`src/rtl/uart_rx_param_if.sv`:
```
// uart_rx_param_if
// Receive-side handshake bundle of the UART receiver.
//   data_out   : received payload, LSB first on the line
//   data_valid : data_out / parity_err / frame_err hold a frame
//   data_ready : consumer accepts; a transfer happens when valid and ready are both high
//   parity_err : parity mismatch for the held frame
//   frame_err  : a stop bit of the held frame sampled low
//   overrun    : one-cycle pulse when a completed frame is dropped
// Modports: master = receiver side, slave = consumer side.
`timescale 1ns/1ps
interface uart_rx_param_if #(
  parameter int DATA_BITS = 8
);
  logic [DATA_BITS-1:0] data_out;
  logic                 data_valid;
  logic                 data_ready;
  logic                 parity_err;
  logic                 frame_err;
  logic                 overrun;

  modport master (
    output data_out, data_valid, parity_err, frame_err, overrun,
    input  data_ready
  );

  modport slave (
    input  data_out, data_valid, parity_err, frame_err, overrun,
    output data_ready
  );
endinterface

```
`src/rtl/uart_rx_param.sv`:
```
// uart_rx_param
// Parameterised UART receiver with 2-of-3 majority sampling, optional
// parity, 1 or 2 stop bits, break handling and a valid/ready output stage
// that drops (and flags) a new frame when the held one was not consumed.
// Ports:
//   clk  : system clock, rising edge
//   rst  : synchronous active-high reset
//   rx   : asynchronous serial line, idle high
//   busy : receiver FSM not in IDLE
//   bus  : uart_rx_param_if.master (data_out, data_valid, data_ready,
//          parity_err, frame_err, overrun)
`timescale 1ns/1ps
module uart_rx_param #(
  parameter int CLKS_PER_BIT = 104,
  parameter int DATA_BITS    = 8,
  parameter int PARITY       = 0,   // 0 none, 1 odd, 2 even
  parameter int STOP_BITS    = 1
) (
  input  logic            clk,
  input  logic            rst,
  input  logic            rx,
  output logic            busy,
  uart_rx_param_if.master bus
);

  localparam int CW = $clog2(CLKS_PER_BIT);
  localparam int BW = $clog2(DATA_BITS + 1);

  localparam logic [CW-1:0] CNT_LAST = CW'(CLKS_PER_BIT - 1);
  localparam logic [CW-1:0] CNT_S0   = CW'(CLKS_PER_BIT / 2 - 1);
  localparam logic [CW-1:0] CNT_S1   = CW'(CLKS_PER_BIT / 2);
  localparam logic [CW-1:0] CNT_S2   = CW'(CLKS_PER_BIT / 2 + 1);
  localparam logic [BW-1:0] DATA_LAST = BW'(DATA_BITS - 1);
  localparam logic [BW-1:0] STOP_LAST = BW'(STOP_BITS - 1);

  typedef enum logic [2:0] {
    S_IDLE, S_START, S_DATA, S_PAR, S_STOP, S_BREAK
  } state_t;

  state_t state, state_next;

  // Line synchroniser and edge detection
  logic       rx_meta, rx_sync, rx_prev;
  logic [1:0] prime;

  // Datapath
  logic [CW-1:0]        clk_cnt;
  logic [BW-1:0]        bit_cnt;
  logic                 samp0, samp1;
  logic [DATA_BITS-1:0] shreg;
  logic                 par_bit;
  logic                 stop_err;

  // FSM control
  logic fall, at_last, at_vote, vote, counting;
  logic frame_start, cnt_clr, bit_inc, bit_clr;
  logic shift_en, par_en, stop_chk, complete;
  logic frame_perr, frame_ferr;

  // prime marks when rx_sync holds a real line sample rather than its reset
  // value; rx_prev only reports "high" for real samples, so a line that was
  // already low when reset released never looks like a fresh falling edge.
  always_ff @(posedge clk) begin
    // NOTE: clocked state always uses non-blocking assignments so every
    // flop samples the pre-edge values of the others.
    if (rst) begin
      rx_meta <= 1'b1;
      rx_sync <= 1'b1;
      rx_prev <= 1'b0;
      prime   <= 2'b00;
    end else begin
      rx_meta <= rx;
      rx_sync <= rx_meta;
      prime   <= {prime[0], 1'b1};
      rx_prev <= rx_sync & prime[1];
    end
  end

  assign fall     = rx_prev & ~rx_sync;
  assign at_last  = (clk_cnt == CNT_LAST);
  assign at_vote  = (clk_cnt == CNT_S2);
  // Third sample is the live synchronised value at count /2+1.
  assign vote     = (samp0 & samp1) | (samp0 & rx_sync) | (samp1 & rx_sync);
  assign counting = (state == S_START) || (state == S_DATA) ||
                    (state == S_PAR)   || (state == S_STOP);

  always_ff @(posedge clk) begin
    if (rst) state <= S_IDLE;
    else     state <= state_next;
  end

  always_comb begin
    // NOTE: every output of this block gets a default first, so no path
    // leaves a signal unassigned and no latch is inferred.
    state_next  = state;
    frame_start = 1'b0;
    cnt_clr     = 1'b0;
    bit_inc     = 1'b0;
    bit_clr     = 1'b0;
    shift_en    = 1'b0;
    par_en      = 1'b0;
    stop_chk    = 1'b0;
    complete    = 1'b0;
    busy        = (state != S_IDLE);

    case (state)
      S_IDLE: begin
        if (fall) begin
          frame_start = 1'b1;
          cnt_clr     = 1'b1;
          bit_clr     = 1'b1;
          state_next  = S_START;
        end
      end
      S_START: begin
        if (at_vote && vote) begin
          cnt_clr    = 1'b1;       // false start: glitch, not a frame
          state_next = S_IDLE;
        end else if (at_last) begin
          cnt_clr    = 1'b1;
          state_next = S_DATA;
        end
      end
      S_DATA: begin
        shift_en = at_vote;
        if (at_last) begin
          cnt_clr = 1'b1;
          if (bit_cnt == DATA_LAST) begin
            bit_clr    = 1'b1;
            state_next = (PARITY != 0) ? S_PAR : S_STOP;
          end else begin
            bit_inc = 1'b1;
          end
        end
      end
      S_PAR: begin
        par_en = at_vote;
        if (at_last) begin
          cnt_clr    = 1'b1;
          state_next = S_STOP;
        end
      end
      S_STOP: begin
        stop_chk = at_vote;
        if (at_vote && (bit_cnt == STOP_LAST)) begin
          // The frame completes mid final stop bit, not at its end, so a
          // back-to-back start edge is never missed.
          complete   = 1'b1;
          cnt_clr    = 1'b1;
          state_next = vote ? S_IDLE : S_BREAK;
        end else if (at_last) begin
          cnt_clr = 1'b1;
          bit_inc = 1'b1;
        end
      end
      S_BREAK: begin
        if (rx_sync) state_next = S_IDLE;
      end
      default: state_next = S_IDLE;
    endcase
  end

  always_ff @(posedge clk) begin
    if (rst) begin
      clk_cnt  <= '0;
      bit_cnt  <= '0;
      samp0    <= 1'b0;
      samp1    <= 1'b0;
      shreg    <= '0;
      par_bit  <= 1'b0;
      stop_err <= 1'b0;
    end else begin
      if (cnt_clr || !counting) clk_cnt <= '0;
      else                      clk_cnt <= clk_cnt + CW'(1);

      if (bit_clr)      bit_cnt <= '0;
      else if (bit_inc) bit_cnt <= bit_cnt + BW'(1);

      if (clk_cnt == CNT_S0) samp0 <= rx_sync;
      if (clk_cnt == CNT_S1) samp1 <= rx_sync;

      // LSB arrives first, so shift in from the top.
      if (shift_en) shreg   <= {vote, shreg[DATA_BITS-1:1]};
      if (par_en)   par_bit <= vote;

      if (frame_start)           stop_err <= 1'b0;
      else if (stop_chk && !vote) stop_err <= 1'b1;
    end
  end

  // Error flags of the frame completing this cycle; the final stop bit is
  // still in flight in vote, not yet folded into stop_err.
  always_comb begin
    frame_ferr = stop_err | ~vote;
    case (PARITY)
      1:       frame_perr = ~(^{shreg, par_bit});
      2:       frame_perr = ^{shreg, par_bit};
      default: frame_perr = 1'b0;
    endcase
  end

  always_ff @(posedge clk) begin
    if (rst) begin
      bus.data_out   <= '0;
      bus.data_valid <= 1'b0;
      bus.parity_err <= 1'b0;
      bus.frame_err  <= 1'b0;
      bus.overrun    <= 1'b0;
    end else begin
      bus.overrun <= 1'b0;
      if (complete && (!bus.data_valid || bus.data_ready)) begin
        bus.data_out   <= shreg;
        bus.parity_err <= frame_perr;
        bus.frame_err  <= frame_ferr;
        bus.data_valid <= 1'b1;
      end else if (complete) begin
        bus.overrun <= 1'b1;           // held frame wins, new one dropped
      end else if (bus.data_valid && bus.data_ready) begin
        bus.data_valid <= 1'b0;
      end
    end
  end

endmodule

```
`src/flat_wrapper.sv`:
```
// flat-port wrapper written by rule: the top's interface ports become plain ports
module uart_rx_param_flat 
#(
  parameter int CLKS_PER_BIT = 104,
  parameter int DATA_BITS    = 8,
  parameter int PARITY       = 0,                           
  parameter int STOP_BITS    = 1
)
  (clk, rst, rx, busy, bus_data_out, bus_data_valid, bus_parity_err, bus_frame_err, bus_overrun, bus_data_ready);
  uart_rx_param_if #(.DATA_BITS(DATA_BITS)) bus_i ();
  input  logic clk;
  input  logic rst;
  input  logic rx;
  output logic busy;
  output wire logic [$bits(bus_i.data_out)-1:0] bus_data_out;
  output wire logic [$bits(bus_i.data_valid)-1:0] bus_data_valid;
  output wire logic [$bits(bus_i.parity_err)-1:0] bus_parity_err;
  output wire logic [$bits(bus_i.frame_err)-1:0] bus_frame_err;
  output wire logic [$bits(bus_i.overrun)-1:0] bus_overrun;
  input wire logic [$bits(bus_i.data_ready)-1:0] bus_data_ready;
  assign bus_data_out = bus_i.data_out;
  assign bus_data_valid = bus_i.data_valid;
  assign bus_parity_err = bus_i.parity_err;
  assign bus_frame_err = bus_i.frame_err;
  assign bus_overrun = bus_i.overrun;
  assign bus_i.data_ready = bus_data_ready;
  uart_rx_param #(.CLKS_PER_BIT(CLKS_PER_BIT), .DATA_BITS(DATA_BITS), .PARITY(PARITY), .STOP_BITS(STOP_BITS)) u_core (.clk(clk), .rst(rst), .rx(rx), .busy(busy), .bus(bus_i));
endmodule
```
`config.mk`:
```
export PLATFORM = sky130hd
export DESIGN_NAME = uart_rx_param_flat
export DESIGN_NICKNAME = d
export VERILOG_FILES = /design/src/rtl/uart_rx_param_if.sv /design/src/rtl/uart_rx_param.sv /design/src/flat_wrapper.sv
export SDC_FILE = /design/constraint.sdc
export NUM_CORES = 1
export LEC_CHECK = 0
export ABC_AREA = 1
export BUFFER_PORTS_ARGS = -buffer_cell sky130_fd_sc_hd__buf_2
export CORE_ASPECT_RATIO = 1.4
export CORE_MARGIN = 5
export CORE_UTILIZATION = 58
export DETAILED_ROUTE_END_ITERATION = 12
export PLACE_DENSITY = 0.9
export SLEW_MARGIN = 10
export SYNTH_ARGS = -nofsm -noshare
export SYNTH_HDL_FRONTEND = slang
export SYNTH_SLANG_ARGS = --single-unit
```
`constraint.sdc`:
```
create_clock -name clk -period 1.65 [get_ports clk]
set_clock_uncertainty 0.1 [all_clocks]
set_input_delay 0.2475 -clock clk [delete_from_list [all_inputs] [get_ports clk]]
set_output_delay 0.2475 -clock clk [all_outputs]
set_load 0.1 [all_outputs]
```
# Word level (Yosys, flattened, before mapping)

Cells that the tools add are included.

Add/sub/neg operators: 2
Equality and inequality tests: 18
Multiplexer cells: 32
Bitwise logic cells: 10
Reductions and logical operators: 24

Operators with widths:

| cell                | number |
|---|---|
| $mux 3              | 9 |
| $eq 7x6->1 const B  | 3 |
| $mux 1              | 19 |
| $pmux 3 s6          | 1 |
| $reduce_or 2->1     | 5 |
| $ne 2x1->1 const B  | 4 |
| $add 7x1->7 const B | 1 |
| $eq 7x7->1 const B  | 1 |
| $reduce_and 7->1    | 1 |
| $eq 3x2->1 const B  | 2 |
| $eq 3x3->1 const B  | 2 |
| $ne 2x2->1 const B  | 3 |
| $and 1x1->1         | 5 |
| $logic_and 1x1->1   | 5 |
| $logic_or 1x1->1    | 5 |
| $add 4x1->4 const B | 1 |
| $eq 4x3->1 const B  | 1 |
| $logic_not 4->1     | 1 |
| $pmux 1 s2          | 2 |
| $pmux 1 s4          | 1 |
| $eq 3x1->1 const B  | 1 |
| $logic_not 1->1     | 3 |
| $logic_not 3->1     | 1 |
| $ne 3x2->1 const B  | 1 |
| other kinds (5)     | 8 |

Flip-flop bits (word level): 41
Bits of input ports: 4
Logic and storage cells: 102

# Depth between registers and ports, before layout

Gate-level depths: netlist of the first run.

Word-level depth: 8
Mapped depth: 11
Gate-level depth less buffers: 11

# Least setup slack after synthesis of the first run

Ideal clock, no wire load.

Path type: reg2reg
Start point: reg u_core.state[0]
End point: reg u_core.state[2]
Library setup time: 0.115 ns
Data arrival time: 1.765 ns
Data required time: 1.435 ns
Path slack: -0.330 ns
Cell stages (with the launch flop): 7
Cell sequence: dfxtp_1 > nor2_2 > nand2_1 > o22ai_2 > nor2_8 > a21oi_1 > nor2_1

Word-level cells in the longest chain between the ends: 3
Elaborated cells on any way between the ends: 15

Ends and longest elaborated chain:

| element                                                   | RTL line             | RTL |
|---|---|---|
| from (decl)                                               | uart_rx_param.sv:40  | `state_t state, state_next;` |
| from (signal assigned)                                    | uart_rx_param.sv:89  | `else state <= state_next;` |
| $eq 3x1->1, or another cell as far along                  | uart_rx_param.sv:106 | `case (state)` |
| $ne 3x2->1 (no source line), or another cell as far along | -                    |  |
| $reduce_and 7->1 (no source line)                         | -                    |  |

Parallel ways exist; a longest one is shown, timed or not.
A chain may end at the register's enable or synchronous reset.

# Final worst setup path of the first run

Start point: reg u_core.bit_cnt[0]
End point: reg u_core.clk_cnt[0]

Word-level cells in the longest chain between the ends: 6

Ends and longest elaborated chain:

| element                          | RTL line             | RTL |
|---|---|---|
| from (decl)                      | uart_rx_param.sv:48  | `logic [BW-1:0] bit_cnt;` |
| from (signal assigned)           | uart_rx_param.sv:177 | `else if (bit_inc) bit_cnt <= bit_cnt + BW'(1);` |
| $logic_not 4->1                  | uart_rx_param.sv:145 | `if (at_vote && (bit_cnt == STOP_LAST)) begin` |
| $logic_and 1x1->1                | uart_rx_param.sv:145 |  |
| $mux 1                           | uart_rx_param.sv:145 |  |
| $pmux 1 s4                       | uart_rx_param.sv:106 |  |
| $logic_or 1x1->1                 | uart_rx_param.sv:173 | `if (cnt_clr \|\| !counting) clk_cnt <= '0;` |
| $reduce_or 2->1 (no source line) | -                    |  |
| to (signal assigned)             | uart_rx_param.sv:174 | `else clk_cnt <= clk_cnt + CW'(1);` |
| to (decl)                        | uart_rx_param.sv:47  | `logic [CW-1:0] clk_cnt;` |

No other way between the ends.

==> results of run 1 <==
## Yosys cell counts (all sizes together)
library cell and number:
nor2 46, dfxtp 41, inv 35, nand2 34
o21ai 21, a21oi 20, nand3 15, ha 5
xor2 5, nor3 4, clkbuf 3, nand4 3
buf 2, or2 2, xnor2 2, a211oi 1
conb 1, nor3b 1, o21bai 1, o22ai 1
## final cells by class
| class | count | area [um2] |
|---|---|---|
| Timing Repair Buffer | 30 | 214.0 |
| Multi-Input combinational cell | 163 | 1021 |
| Tap cell | 39 | 48.80 |
| Inverter | 35 | 133.9 |
| Clock buffer | 7 | 86.33 |
| Sequential cell | 41 | 830.8 |
| Clock inverter | 1 | 30.03 |
| Fill cell | 226 | 788.3 |
## power breakdown
group          switching (mW)  internal (mW)
sequential             0.0744           1.05
combinational           0.786          0.434
clock                   0.345          0.493
total                    1.21           1.98
## repair_timing
action                     CTS  global route
setup buffers                2             9
gates cloned                 1             0
pin swaps                    3            10
setup endpoints to repair   12            29
gates resized for setup      8            27
## cell usage in the layout (no fill, tap or decap), types with 3 or more instances in the layout
| cell | n |
|---|---|
| a21oi_1 | 20 |
| xor2_1 | 5 |
| buf_6 | 3 |
| nand2_4 | 3 |
| ha_1 | 3 |
| clkbuf_8 | 6 |
| nand2_2 | 9 |
| dfxtp_2 | 5 |
| o21ai_0 | 16 |
| nand2_1 | 22 |
| nor2_4 | 3 |
| nor2_2 | 6 |
| o21ai_1 | 3 |
| buf_2 | 14 |
| nor3_1 | 4 |
| dfxtp_1 | 35 |
| nor2_1 | 35 |
| nand3_1 | 11 |
| buf_4 | 12 |
| inv_1 | 27 |
| inv_2 | 7 |
## worst paths after layout
check                    start           endpoint
max          u_core.bit_cnt[0]  u_core.clk_cnt[0]
max reg2reg  u_core.bit_cnt[0]  u_core.clk_cnt[0]
min reg2reg     u_core.rx_meta     u_core.rx_sync
min                         rx     u_core.rx_meta
## logic make-up (layout without fill, tap and decap cells)
family | Yosys count | in the layout | share of synthesized area, %
flops | 41 | 41 | 43.21
buf+inv | 40 | 73 | 8.498
fa+ha+maj | 5 | 5 | 3.294
xor+xnor | 7 | 7 | 3.228
simple gates | 105 | 106 | 29.05
other cells | 1 | 1 | 0.1974
compound gates | 44 | 44 | 12.52
## flip-flops by register name, indices dropped and copies added, names as in the netlist, 2 cells and up
signal,flops
u_core.bus.data_out,8
u_core.bit_cnt,4
u_core.shreg,8
u_core.clk_cnt,7
u_core.prime,2
u_core.state,3
## metrics by stage
step | worst slack (ns) | setup TNS, ns
after floorplan | 0.007629 | 0
after global placement | 0.05182 | 0
after detailed placement | -0.09483 | -0.4343
after CTS | -0.008537 | -0.008537
after global routing | -0.1397 | -1.154
final | -0.05850 | -0.3291
## layer usage
layer	wire length (um)	vias up
met4	105	0
met3	176	11
met5	0	-
li1	-	842
met1	1798	800
met2	2556	37
==> results_dict.tcl, run 1 <==
set metrics [dict create \
    netlist_top_cells_area "dfxtp_1 43%, nor2_1 7.7%, inv_1 5.9%" \
    dr.pass1.iters 4 \
    postPlaceCellArea_um2 2049 \
    period_minus_slack_ns 1.709 \
    reg2regPathDepth 9 \
    slew_viol_final 0 \
    syn_to_final_growth_pct 24.51 \
    syn_inst 243 \
    final_cells 316 \
    cp-end-kind "flip-flop" \
    ys_warn_count 0 \
    p_total_mw 3.187 \
    fp-row-count 24 \
    slowest_delay_ns 0.36 \
    grt_pass1_vias 1607 \
    fp.dieH_um 77.71 \
    drc_errors 0 \
    worstSetupPathType "flip-flop to flip-flop" \
    chipWidth_um 58.37 \
    cts_hold_buf 0 \
    drtIter0Drc 71 \
    numClockSinks 41 \
    ys_seq_elements 41 \
    crit_family "simple AND/OR/NAND/NOR gates" \
    syn_area_um2 1899 \
    setup_viol 7 \
    finalWirelength_um 4636 \
    vias_per_cell 5.348 \
    finalHoldViolations 0 \
    worstPathArrival_ns 1.84 \
    hold_path_depth 2 \
    die_area_um2 4536 \
    wl_per_cell_um 14.67 \
    use_met3_pct 4.485 \
    ir_drop_uv 1133 \
    rsz0062_at_grt "yes" \
    hold_ws_ns 0.03627 \
    cts_root_buffer "clkbuf_8" \
    violations "negative setup slack" \
    reg2reg_setup_slack_ns -0.06 \
    use_met1_pct 20.27 \
    boundaryPins 17 \
    grt_max_degree 23 \
    fin_nets 285 \
    setup_ws_ns -0.05850 \
    cts_tree "yes" \
    required_ns 1.79 \
    cp_cell_sequence "inv_2, ha_4, nor3b_4, buf_6, nand3_4, o21ai_2, o21bai_1, nand2_2, nor2_1" \
    clock_tree.buffer_depth 2 \
    dp_hpwl_um 2775 \
    final_cell_area_um2 2365 \
    top_usage_layer "met2" \
    drive_gt1_share_pct 32.13 \
    track_usage_pct 20.05 \
    antenna_found_initial 0 \
    insertion_delay_ns 0.30 \
    final_util_pct 75.00 \
    cts.clk_slew.worst_paths_ns 0.08 \
    seq_area_frac_synth_pct 43.21 \
    use_met2_pct 38.03 \
    yosys.area.top_type "dfxtp_1" \
    startpoint_type "flip-flop" \
    syn_nets 252 \
    start_util_pct 60.24 \
    antenna_left 0 \
    yosysTopAreaCellShare_pct 43.21 \
    fin_crit_sh_pct 103.5 \
    synth_cell_type_count 31 \
    cp_num_buf_inv 2 \
    critPathSlowestCell "dfxtp_2" \
    numCtsBuffers 5 \
    hp-class "input port to flip-flop" \
    clock.fmax_mhz 585.3 \
    power.density_nw_per_um2 1348 \
    place_inst 297 \
    syn_avg_cell_area_um2 7.816 \
    via_count 1690 \
    overflow 0 \
    grt_pass1_wl_um 6941 \
    power.leakage_nw 0.9768 \
    coreArea_um2 3153 \
    max-cap-violations 0 \
    status "finished, violations left" \
    htreeDepth 2 \
    gp_congestion 0.8814 \
    io_buffer_count 15 \
    cp_max_fo 7 \
    antenna_cells 0 \
    path_depth 9 \
]
(Power assumes the default switching activity.)
==> run 2, diff against run 1 <==
- ABC_AREA: 1 -> default
- CORE_UTILIZATION: 58 -> 57
- PLACE_DENSITY: 0.9 -> 0.89
==> run 2 against run 1 <==
- the flow still finishes with violations (negative setup slack)
- synthesized area shrank 3.7%
- worst setup slack lost 0.26 ns
- maximum frequency shrank 13%
- first-iteration DRC count grew 86%
- synthesized cell count shrank 21%
- die area shrank 1.7%
- global-route usage grew 6.5 points
- final area grew 10%
- critical endpoint is now u_core.state[2]
- largest cell class unchanged
- highest routed layer unchanged
==> results_dict.tcl, run 2 <==
set metrics [dict create \
    gp_congestion 0.8636 \
    drive_gt1_share_pct 49.01 \
    synthTopCellsByCount "41 x dfxtp_1, 37 x nor2_1, 19 x mux2i_1, 8 x inv_1, 7 x nand2_1" \
    slowest_delay_ns 0.37 \
    ys_async_sr_fraction_pct 0 \
    grt_pass1_vias 1801 \
    chipWidth_um 57.88 \
    rsz0062_at_grt "yes" \
    hp-class "input port to flip-flop" \
    max-cap-violations 0 \
    wl_per_cell_um 21.66 \
    top_regs "u_core.bus.data_out (8), u_core.shreg (8), u_core.clk_cnt (7)" \
    seq_area_frac_synth_pct 44.87 \
    required_ns 1.78 \
    syn_inst 191 \
    yosysTopAreaCellShare_pct 44.87 \
    numClockSinks 41 \
    violations "negative setup slack" \
    synth-xor-area-share_pct 3.830 \
    dp_hpwl_um 3170 \
    setup_viol 31 \
    cp_max_fo 4 \
    synth_fa_ha_area_share_pct 3.967 \
    synth-edff-count 0 \
    cts_tree "yes" \
    tns_ns -5.467 \
    cts.clk_slew.worst_paths_ns 0.08 \
    numCtsBuffers 5 \
    max_slew_margin_pct 59.39 \
    htreeDepth 2 \
    drc_errors 0 \
    fin_nets 263 \
    dr.pass1.iters 5 \
    muxShareOfSynthArea_pct 10.40 \
    clock.fmax_mhz 508.6 \
    synth_compound_gate_area_share_pct 9.371 \
    die_area_um2 4458 \
    reg2reg_setup_slack_ns -0.32 \
    worstPathArrival_ns 2.09 \
    nFillCells 138 \
    overflow 0 \
    slew_viol_final 0 \
    cp_cell_sequence "inv_2, ha_2, and2b_2, buf_4, a31oi_4, o21ai_1, o211ai_1, a21oi_1" \
    setup_ws_ns -0.3162 \
    status "finished, violations left" \
    antenna_found_initial 0 \
    finalWirelength_um 6324 \
    grt_pass1_wl_um 8887 \
    cp_num_buf_inv 2 \
    cts_root_buffer "clkbuf_8" \
    drtIter0Drc 132 \
    crit_family "compound AO/OA/AOI/OAI gates" \
    fp-row-count 24 \
    syn_avg_cell_area_um2 9.577 \
    ir_drop_uv 892.1 \
    start_util_pct 59.14 \
    worst_pin_slew_ns 0.6039 \
    grt_max_degree 18 \
    netlist_top_cells_area "dfxtp_1 45%, mux2i_1 10%, nor2_1 7.6%" \
    antenna_left 0 \
    period_minus_slack_ns 1.966 \
    coreArea_um2 3093 \
    layout_common_cells "38 x buf_4, 32 x dfxtp_1, 30 x nor2_1, 15 x mux2i_1, 14 x buf_2" \
    io_buffer_count 15 \
    finalHoldViolations 0 \
    critPathSlowestCell "dfxtp_2" \
    synth_flop_cell "dfxtp_1" \
    synth_top_family_by_area "simple AND/OR/NAND/NOR gates" \
    syn_nets 200 \
    yosys.area.top_type "dfxtp_1" \
    syn_area_um2 1829 \
    final_util_pct 84.14 \
    ys_warn_count 0 \
    final_common_cell "buf_4" \
    synth_cell_type_count 43 \
    insertion_delay_ns 0.31 \
    track_usage_pct 26.54 \
    synth.most_common_cell "dfxtp_1" \
    startpoint_type "flip-flop" \
    fp.dieH_um 77.03 \
    fin_crit_sh_pct 119.2 \
    power.leakage_nw 1.073 \
    worstSetupPathType "flip-flop to flip-flop" \
    antenna_cells 0 \
    via_count 1794 \
    yosys.area_share.simple_pct 22.85 \
    vias_per_cell 6.144 \
    power.density_nw_per_um2 775.0 \
    cp-end-kind "flip-flop" \
    syn_to_final_growth_pct 42.27 \
    ys_seq_elements 41 \
    boundaryPins 17 \
    clock_tree.buffer_depth 2 \
]
## run 2: cell count changes after synthesis, sizes merged, moves of 7 or more
| cell | delta |
|---|---|
| a21oi | -16 |
| o21ai | -15 |
| nor2 | -7 |
| mux2i | +19 |
| nand3 | -11 |
| inv | -27 |
| nand2 | -27 |
## run 2: cell type report
| cell class | count | area (um2) | area share (%) |
|---|---|---|---|
| inverters | 8 | 33.78 | 1.298 |
| well taps | 39 | 48.80 | 1.875 |
| clock buffers | 5 | 68.82 | 2.644 |
| multi-input cells | 135 | 1102 | 42.36 |
| repair buffers | 63 | 509.2 | 19.57 |
| flip-flops and latches | 41 | 834.6 | 32.07 |
| clock inverters | 1 | 5.005 | 0.1923 |
## run 2: logic make-up after synthesis
| family | Yosys count |
|---|---|
| buf+inv | 15 |
| compound gates | 25 |
| xor+xnor | 8 |
| other cells | 1 |
| simple gates | 76 |
| fa+ha+maj | 6 |
| flops | 41 |
| mux | 19 |
## run 2: what timing repair did
item                                    4_1_cts  5_1_grt
hold buffers                                  0        0
pin swaps                                     6       20
gates resized for setup                      30       37
endpoints found under the setup margin       32       33
buffers inserted                              6        8
## run 2: routing by layer
layer,global-route usage (%),share of wire (%)
met5,0,0
met4,16.47,7.5
met3,7.227,6.4
met2,46.49,51
met1,26.79,35
## run 2: final timing paths
check,from,end,cells past startpoint
setup / recovery,u_core.clk_cnt[1],u_core.state[2],8
setup reg to reg,u_core.clk_cnt[1],u_core.state[2],8
hold reg to reg,u_core.rx_meta,u_core.rx_sync,1
hold / removal,rx,u_core.rx_meta,2
## run 2: where the power goes
part	internal, mW	switching [mW]
combinational	0.151	0.226
sequential	1.01	0.0121
clock	0.278	0.343
total	1.44	0.581
## run 2: stage by stage
stage	setup WS [ns]	total power [mW]	cell area (um2)	std cells	hold WS, ns
after global routing	-0.3503	2.082	2603	292	0.03866
after floorplan	-0.1459	1.203	1836	191	0.2513
after detailed placement	-0.2172	1.296	2198	272	0.3005
after global placement	-0.1246	1.291	2198	272	0.2942
after CTS	-0.1643	1.920	2405	284	0.03799
final	-0.3162	2.017	2603	292	0.02693
==> run 3, diff against run 2 <==
- TNS_END_PERCENT: default -> 30
==> run 3 against run 2 <==
- the flow still finishes with violations (negative setup slack)
- via count fell by 6.5%
- maximum frequency rose by 2.3%
- sequential share of layout area rose by 0.85 points
- final cell count fell by 1.7%
- power rose by 8.3%
- first-iteration DRC count fell by 42%
- largest cell class unchanged
- sequential power barely moved
- non-clock buffer count fell by 7
- worst setup slack improved by 0.044 ns
- register-to-register slack improved by 0.04 ns
- final area fell by 2.9%
- critical path depth rose by 1
==> results_dict.tcl, run 3 (synthesized netlist as in run 2, its figures left out) <==
set metrics [dict create \
    status "finished, violations left" \
    violations "negative setup slack" \
    use_met1_pct 27.42 \
    wl_per_cell_um 19.37 \
    insertion_delay_ns 0.31 \
    cp-end-kind "flip-flop" \
    track_usage_pct 25.69 \
    dp_hpwl_um 2895 \
    hp-class "input port to flip-flop" \
    syn_to_final_growth_pct 38.17 \
    reg2regPathDepth 9 \
    die_area_um2 4458 \
    startpoint_type "flip-flop" \
    slowest_delay_ns 0.35 \
    fin_crit_sh_pct 116.5 \
    combPwrFrac_pct 15.1 \
    top_usage_layer "met2" \
    boundaryPins 17 \
    via_count 1677 \
    antenna_found_initial 0 \
    final_common_cell "nor2_1" \
    drtIter0Drc 77 \
    gp_congestion 0.8942 \
    power.density_nw_per_um2 864.2 \
    p_total_mw 2.184 \
    numClockSinks 41 \
    numCtsBuffers 5 \
    grt_max_degree 17 \
    overflow 0 \
    setup_viol 34 \
    use_met2_pct 44.23 \
    r2r-end "u_core.bus.data_out[6]" \
    cts.clk_slew.worst_paths_ns 0.09 \
    sw_frac_of_total_pct 27.55 \
    dr.pass1.iters 6 \
    critPathSlowestCell "dfxtp_2" \
    drc_errors 0 \
    use_met3_pct 6.050 \
    final_cells 287 \
    reg2reg_setup_slack_ns -0.27 \
    chipWidth_um 57.88 \
    power.switching_mw 0.6018 \
    start_util_pct 59.14 \
    ir_drop_uv 980.0 \
    antenna_cells 0 \
    drive_gt1_share_pct 43.15 \
    cts_tree "yes" \
    fin_nets 256 \
    power.leakage_nw 1.027 \
    period_minus_slack_ns 1.923 \
    fp-row-count 24 \
    rsz0062_at_grt "yes" \
    cp_cell_sequence "inv_2, ha_2, and2b_2, buf_4, nand4b_4, nor2b_4, clkbuf_16, mux2i_2, nor2_1" \
    p_int_mw 1.582 \
    io_buffer_count 15 \
    grt_pass1_wl_um 8707 \
    top_regs "u_core.bus.data_out (8), u_core.shreg (8), u_core.clk_cnt (7)" \
    antenna_left 0 \
    finalWirelength_um 5558 \
    hold_path_depth 2 \
    vias_per_cell 5.843 \
    finalHoldViolations 0 \
    nFillCells 147 \
    cts_hold_buf 0 \
    coreArea_um2 3093 \
    power.share.clock_pct 38.3 \
    max-cap-violations 0 \
    htreeDepth 2 \
    required_ns 1.73 \
    layout_common_cells "36 x nor2_1, 35 x buf_4, 34 x dfxtp_1, 15 x mux2i_1, 14 x buf_2" \
    min_from "rx" \
    grt_pass1_vias 1769 \
    final_util_pct 81.72 \
    clock.fmax_mhz 520.1 \
    clock_tree.buffer_depth 2 \
    worst_r2r_startpoint "u_core.clk_cnt[1]" \
    place_inst 268 \
    worstSetupPathType "flip-flop to flip-flop" \
    cts_root_buffer "clkbuf_8" \
    fp.dieH_um 77.03 \
    whs_endpoint "u_core.rx_meta" \
    slew_viol_final 0 \
    tns_ns -5.518 \
    worstPathArrival_ns 2.00 \
    setup_ws_ns -0.2726 \
    cp_max_fo 5 \
    power_frac_seq_pct 46.5 \
]
## run 3: how the worst max path moves through the flow
stage / startpoint / end / slack, ns / cells after the start
floorplan: u_core.state[2] / u_core.bus.data_out[0] / -0.15 / 8
global placement: u_core.bit_cnt[0] / u_core.state[2] / -0.15 / 7
detailed placement: u_core.bit_cnt[0] / u_core.state[2] / -0.17 / 7
CTS: u_core.state[2] / u_core.bus.data_out[3] / -0.20 / 6
global route: u_core.clk_cnt[1] / u_core.bus.data_out[6] / -0.32 / 9
finish: u_core.clk_cnt[1] / u_core.bus.data_out[6] / -0.27 / 9
## run 3: what timing repair did
action	4_1_cts	5_1_grt
setup endpoints to repair	32	33
resized for setup	32	14
pin swaps	12	6
cloned	1	0
buffers inserted	6	4
## run 3: cell type report
cell class	count	area [um2]	area share [%]
clock inverters	3	46.29	1.832
flip-flops and latches	41	832.0	32.92
repair buffers	56	442.9	17.52
clock buffers	5	68.82	2.723
inverters	8	30.03	1.188
well taps	39	48.80	1.931
multi-input cells	135	1059	41.88
## run 3: critical path: cells and delay by family, from the launching register on
| kind | cells | cell delay (ns) |
|---|---|---|
| buffers and inverters | 3 | 0.37 |
| flip-flops | 1 | 0.35 |
| adder cells (fa/ha/maj) | 1 | 0.16 |
| AND/OR/NAND/NOR | 4 | 0.61 |
| multiplexers | 1 | 0.20 |
## run 3: power groups by stage
stage	sequential, mW	combinational (mW)	clock (mW)
2_1_floorplan	1.04	0.163	0
3_3_place_gp	1.03	0.249	0
3_5_place_dp	1.04	0.253	0
4_1_cts	1.01	0.294	0.824
5_1_grt	1.02	0.344	0.875
6_report	1.02	0.330	0.838
## run 3: per-layer routing
metal | share of wire [%] | wire length (um)
met5 | 0 | 0
met4 | 4.9 | 274
met3 | 4.7 | 259
met2 | 53 | 2949
met1 | 37 | 2075
## run 3: through the flow
step	hold slack, ns	setup slack [ns]	area (um2)
floorplan	0.2513	-0.1460	1836
global placement	0.2931	-0.1533	2156
detailed placement	0.3091	-0.1749	2156
CTS	0.02768	-0.1968	2446
global route	0.03617	-0.3237	2527
finish	0.02945	-0.2726	2527
